File: src/rtl/mopshub_dispatch_pkg.sv
// mopshub_dispatch_pkg: shared FSM states, status codes and idle select for the bus dispatcher
package mopshub_dispatch_pkg;
  typedef enum logic [1:0] {IDLE, DRIVE, WAIT_ACK, RESP} state_t;
  localparam logic [1:0] ST_OK = 2'b00;
  localparam logic [1:0] ST_TIMEOUT = 2'b01;
  localparam logic [1:0] ST_BAD_ID = 2'b10;
  localparam int IDLE_SEL_DEF = 31;
endpackage

File: src/rtl/dispatch_timer.sv
// dispatch_timer: loadable up-counter with clear and terminal-count flag
module dispatch_timer #(
  parameter int W = 8,
  parameter int TC = 1
) (
  input  logic         clk,
  input  logic         rst,
  input  logic         clr,
  input  logic         en,
  input  logic         load,
  input  logic [W-1:0] load_val,
  output logic         tc
);
  logic [W-1:0] count;
  always_ff @(posedge clk)
    if (rst || clr) count <= '0;
    else if (load) count <= load_val;
    else if (en) count <= count + 1'b1;
  assign tc = count == W'(TC);
endmodule

File: src/rtl/bus_dispatch_seq.sv
// bus_dispatch_seq: sequences one request at a time onto the 1-to-N bus demux with hold window and ack timeout
module bus_dispatch_seq
  import mopshub_dispatch_pkg::*;
#(
  parameter int N_BUS = 16,
  parameter int DATA_W = 16,
  parameter int SEL_W = 5,
  parameter int HOLD_CYC = 2,
  parameter int TIMEOUT = 255,
  parameter int IDLE_SEL = IDLE_SEL_DEF
) (
  input  logic              clk,
  input  logic              rst,
  input  logic              req_valid,
  output logic              req_ready,
  input  logic [SEL_W-1:0]  req_bus_id,
  input  logic [DATA_W-1:0] req_data,
  input  logic [N_BUS-1:0]  ack_vec,
  output logic [SEL_W-1:0]  sel,
  output logic [DATA_W-1:0] data_out,
  output logic              drive_en,
  output logic              rsp_valid,
  output logic [1:0]        rsp_status,
  output logic [SEL_W-1:0]  rsp_bus_id,
  output logic              busy,
  output logic [7:0]        err_count
);
  localparam int IW = $clog2(N_BUS);
  state_t state, state_n;
  logic [SEL_W-1:0] id, id_n, sel_n, rsp_id_n;
  logic [DATA_W-1:0] data, data_n, dout_n;
  logic [1:0] st_n, status_n;
  logic [7:0] err_n;
  logic ack_latch, latch_n, ack_now, hold_tc, to_tc;
  assign req_ready = state == IDLE;
  assign ack_now = ack_vec[id[IW-1:0]];
  dispatch_timer #(.W(4), .TC(HOLD_CYC - 1)) u_hold (
    .clk(clk), .rst(rst), .clr(state != DRIVE), .en(state == DRIVE),
    .load(1'b0), .load_val(4'd0), .tc(hold_tc)
  );
  dispatch_timer #(.W(16), .TC(TIMEOUT - 1)) u_timeout (
    .clk(clk), .rst(rst), .clr(state != WAIT_ACK), .en(state == WAIT_ACK),
    .load(1'b0), .load_val(16'd0), .tc(to_tc)
  );
  always_ff @(posedge clk)
    if (rst) begin
      state <= IDLE;
      id <= '0;
      data <= '0;
      ack_latch <= 1'b0;
      sel <= SEL_W'(IDLE_SEL);
      data_out <= '0;
      drive_en <= 1'b0;
      rsp_valid <= 1'b0;
      rsp_status <= ST_OK;
      rsp_bus_id <= '0;
      busy <= 1'b0;
      err_count <= '0;
    end else begin
      state <= state_n;
      id <= id_n;
      data <= data_n;
      ack_latch <= latch_n;
      sel <= sel_n;
      data_out <= dout_n;
      drive_en <= state_n == DRIVE;
      rsp_valid <= state_n == RESP;
      rsp_status <= status_n;
      rsp_bus_id <= rsp_id_n;
      busy <= state_n != IDLE;
      err_count <= err_n;
    end
  always_comb begin
    state_n = state;
    st_n = ST_OK;
    case (state)
      IDLE: if (req_valid) begin
        state_n = req_bus_id < SEL_W'(N_BUS) ? DRIVE : RESP;
        st_n = ST_BAD_ID;
      end
      DRIVE: if (hold_tc) state_n = (ack_latch || ack_now) ? RESP : WAIT_ACK;
      WAIT_ACK: if (ack_now || to_tc) begin
        state_n = RESP;
        st_n = ack_now ? ST_OK : ST_TIMEOUT;
      end
      default: state_n = IDLE;
    endcase
  end
  // outputs are registered from the upcoming state so they align with it
  always_comb begin
    id_n = req_ready ? req_bus_id : id;
    data_n = req_ready ? req_data : data;
    latch_n = state == DRIVE && (ack_latch || ack_now);
    sel_n = state_n == DRIVE ? id_n : SEL_W'(IDLE_SEL);
    dout_n = state_n == DRIVE ? data_n : '0;
    status_n = state_n == RESP ? st_n : rsp_status;
    rsp_id_n = state_n == RESP ? id_n : rsp_bus_id;
    err_n = (state_n == RESP && st_n != ST_OK && err_count != 8'hFF) ? err_count + 8'd1 : err_count;
  end
endmodule

File: config.mk
export PLATFORM = sky130hd
export DESIGN_NAME = bus_dispatch_seq
export DESIGN_NICKNAME = d
export VERILOG_FILES = /design/src/rtl/mopshub_dispatch_pkg.sv /design/src/rtl/dispatch_timer.sv /design/src/rtl/bus_dispatch_seq.sv
export SDC_FILE = /design/constraint.sdc
export NUM_CORES = 1
export LEC_CHECK = 0
export BUFFER_PORTS_ARGS = -buffer_cell sky130_fd_sc_hd__buf_2
export CAP_MARGIN = 25
export CORE_ASPECT_RATIO = 0.6
export CORE_MARGIN = 2
export CORE_UTILIZATION = 48
export DETAILED_ROUTE_END_ITERATION = 10
export GPL_TIMING_DRIVEN = 0
export PLACE_DENSITY = 0.81
export SYNTH_ARGS = -nofsm -noshare
export SYNTH_HDL_FRONTEND = slang
export SYNTH_SLANG_ARGS = --single-unit
export TNS_END_PERCENT = 50
File: constraint.sdc
create_clock -name clk -period 1.7 [get_ports clk]
set_input_delay 0.34 -clock clk [delete_from_list [all_inputs] [get_ports clk]]
set_output_delay 0.34 -clock clk [all_outputs]
set_load 0.03 [all_outputs]
==> impl_metrics.sql <==
INSERT INTO impl_metrics (metric_group, metric, value, unit) VALUES
('cells_and_area', 'num_antenna_cells', '0', ''),
('floorplan', 'rows', '23', ''),
('routing', 'vias_per_cell', '5.48', ''),
('yosys', 'count_of_state_elements_after_synthesis', '83', ''),
('worst_setup_path', 'cpPeakStageDelay', '390', 'ps'),
('worst_setup_path', 'crit_arrival', '2360', 'ps'),
('yosys', 'post_synth_num_cell_types', '43', ''),
('sta', 'period_minus_slack', '2140', 'ps'),
('cells_and_area', 'fill_cells', '479', ''),
('yosys', 'synth_adder_area_share', '0.0186', ''),
('power_and_ir_drop', 'power-per-cell-area', '1170', 'nW/µm²'),
('power_and_ir_drop', 'p_total', '5.55', 'mW'),
('cells_and_area', 'utilization', '0.702', ''),
('floorplan', 'dieHeight', '68.8', 'µm'),
('sta', 'headroom_to_the_max_slew_limit', '0.632', ''),
('routing', 'drt_iter0_markers', '121', ''),
('clock_tree', 'insertion_delay', '340', 'ps'),
('place', 'pre_cts_slack', '-553', 'ps'),
('sta', 'timing.final.setup_violations', '41', ''),
('routing', 'routed_wl', '9.35', 'mm'),
('place', 'dpl_cell_area', '3920', 'µm²'),
('worst_setup_path', 'worstReg2RegStart', 'id[2]', ''),
('worst_hold_path', 'holdCritPathClass', 'in2reg', ''),
('worst_setup_path', 'path_delay_family', 'compound AO/OA/AOI/OAI gates', ''),
('routing', 'drt_pre_antenna_iters', '4', ''),
('yosys', 'syn-num-nets', '390', ''),
('power_and_ir_drop', 'irDropWorstVdd', '0.000509', 'V'),
('yosys', 'syn-cell-area', '3360', 'µm²'),
('cells_and_area', 'layout_cells_sized_above_1', '0.421', ''),
('place', 'numPortBuffers', '78', ''),
('place', 'placedCellCount', '510', ''),
('cells_and_area', 'design.final.nets', '489', ''),
('sta', 'setup_tns', '-13770', 'ps'),
('sta', 'worst_slew_pin_slew', '552', 'ps'),
('place', 'gpl.final_weighted_congestion', '0.846', ''),
('routing', 'drc', '0', ''),
('clock_tree', 'deepest_clock_path_buffer_count', '2', ''),
('routing', 'via_count_of_the_routed_design', '2935', ''),
('worst_setup_path', 'worst_r2r_endpoint', 'rsp_bus_id[0]', ''),
('global_routing', 'grt.total_usage', '0.236', ''),
('clock_tree', 'holdBufCountCts', '0', ''),
('cells_and_area', 'final_area', '4730', 'µm²'),
('yosys', 'synth_xor_area_frac', '0.0339', ''),
('place', 'place.detailed.hpwl', '5.92', 'mm'),
('floorplan', 'dieArea', '7710', 'µm²'),
('clock_tree', 'clock-root-buffer', 'sky130_fd_sc_hd__clkbuf_16', ''),
('clock_tree', 'cts_made_buffers', '9', ''),
('global_routing', 'grt_start_max_net_pins', '16', ''),
('yosys', 'synth_warnings', '0', ''),
('floorplan', 'chipWidth', '112', 'µm'),
('worst_hold_path', 'holdCritStartpoint', 'req_bus_id[0]', ''),
('yosys', 'synth_compound_gate_area_share', '0.0871', ''),
('power_and_ir_drop', 'p_leak', '1.97', 'nW'),
('global_routing', 'via_count_of_the_first_global_routing_pass', '2918', ''),
('cells_and_area', 'synthesis_to_finish_area_growth', '40.6', '%'),
('worst_setup_path', 'crit_chain', 'buf_12 > mux2i_4 > a22oi_2 > a21boi_4 > nor3_4 > o221ai_4 > mux2_4', ''),
('outcome', 'violations', 'negative setup slack', ''),
('sta', 'post-route-worst-setup-slack', '-438', 'ps'),
('floorplan', 'floorplan.initialDensity', '0.499', ''),
('clock_tree', 'cts.clk_slew.worst_paths', '60', 'ps'),
('cells_and_area', 'multiInputGateArea', '1960', 'µm²'),
('flow_run', 'drv_cap', '0', ''),
('sta', 'clock.fmax', '468', 'MHz'),
('yosys', 'main_combinational_cell_family_by_area_after_synthesis', 'simple AND/OR/NAND/NOR gates', ''),
('worst_hold_path', 'min_delay_path_depth', '3', ''),
('outcome', 'outcome', 'finished, violations left', ''),
('worst_hold_path', 'hold_path_end', 'sel[0]', ''),
('sta', 'timing_hold_violations_final', '0', ''),
('sta', 'finalCritPeriodShare', '1.26', ''),
('sta', 'final.hold.worst_slack', '260', 'ps'),
('routing', 'postRouteAntennaNets', '0', '');
==> flip-flops by register name (all words and copies together), names as in the netlist, 2 cells and up <==
register / cells
rsp_status: 2
data_out: 16
rsp_bus_id: 5
err_count: 8
state: 2
id: 5
u_timeout.count: 16
u_hold.count: 4
data: 16
sel: 5
==> how the worst max path moves through the flow <==
stage / start / end / depth (start not counted)
6_report: id[2] / rsp_bus_id[0] / 7
2_1_floorplan: id[2] / rsp_bus_id[0] / 7
5_1_grt: id[2] / rsp_bus_id[0] / 7
3_5_place_dp: u_hold.count[0] / data_out[6] / 7
3_3_place_gp: u_hold.count[0] / data_out[6] / 7
4_1_cts: id[2] / rsp_bus_id[3] / 7
==> per-layer routing <==
| layer | up-vias | track usage | routed length, µm |
|---|---|---|---|
| met5 | - | 0 | 0 |
| met4 | 0 | 0.0960 | 109 |
| met3 | 13 | 0.0699 | 667 |
| met2 | 108 | 0.406 | 4590 |
| met1 | 1406 | 0.286 | 3990 |
| li1 | 1408 | - | - |
==> what timing repair did <==
action                                  CTS  global route
hold endpoints to repair                  0             0
buffers inserted                          8             1
pin swaps                                 8            29
resized for setup                        44            45
gates cloned                              1             1
endpoints found under the setup margin   53            54
==> cell families after synthesis <==
group,after synthesis
AOI/OAI and AO/OA,42
and+or+nand+nor,142
adders and majority gates,5
xor gates and xnor gates,13
buffers and inverters,24
DFF,83
muxes,36
==> report_power, final <==
part	leakage (nW)	internal, mW	total (mW)	switching [mW]
Clock	0.144	1.15	1.95	0.801
Sequential	0.681	2.11	2.19	0.0778
Combinational	1.15	0.536	1.41	0.871
Total	1.97	3.80	5.55	1.75
==> worst reg2reg max path: cells and delay by family, from the launching register on <==
kind	cells	cell delay (ps)
AO/OA/AOI/OAI	3	810
multiplexers	2	580
AND/OR/NAND/NOR	1	120
buffers and inverters	1	140
flip-flops	1	380
==> area by class of cell <==
| cell class | count | area share |
|---|---|---|
| Buffer | 15 | 0.0238 |
| Clock buffer | 10 | 0.0484 |
| Clock inverter | 6 | 0.0154 |
| Inverter | 8 | 0.00794 |
| Multi-Input combinational cell | 238 | 0.414 |
| Sequential cell | 83 | 0.354 |
| Tap cell | 87 | 0.0230 |
| Timing Repair Buffer | 89 | 0.114 |
==> Yosys cell counts (all sizes together) <==
library cell	n	area share
a21o	1	0.0022
nor2	49	0.055
nor4b	1	0.0026
buf	6	0.012
xor2	8	0.021
a21oi	17	0.026
o21bai	1	0.0033
o221ai	2	0.012
nand4	11	0.020
mux2	11	0.037
a22oi	4	0.0089
a31o	2	0.0052
nand2	19	0.021
o21ai	10	0.015
clkbuf	10	0.011
inv	8	0.0089
nand4b	1	0.0026
and2	2	0.0037
nand2b	1	0.0019
dfxtp	83	0.49
or3	5	0.0093
nor4	1	0.0063
ha	5	0.019
nand3	13	0.019
o22ai	1	0.0019
and3	4	0.0074
and4	1	0.0026
mux2i	25	0.074
o211a	1	0.0030
xnor2	5	0.013
nor2b	12	0.022
nor3	22	0.048
a21boi	3	0.0089
Note: power is estimated with default switching activity, not from simulation.
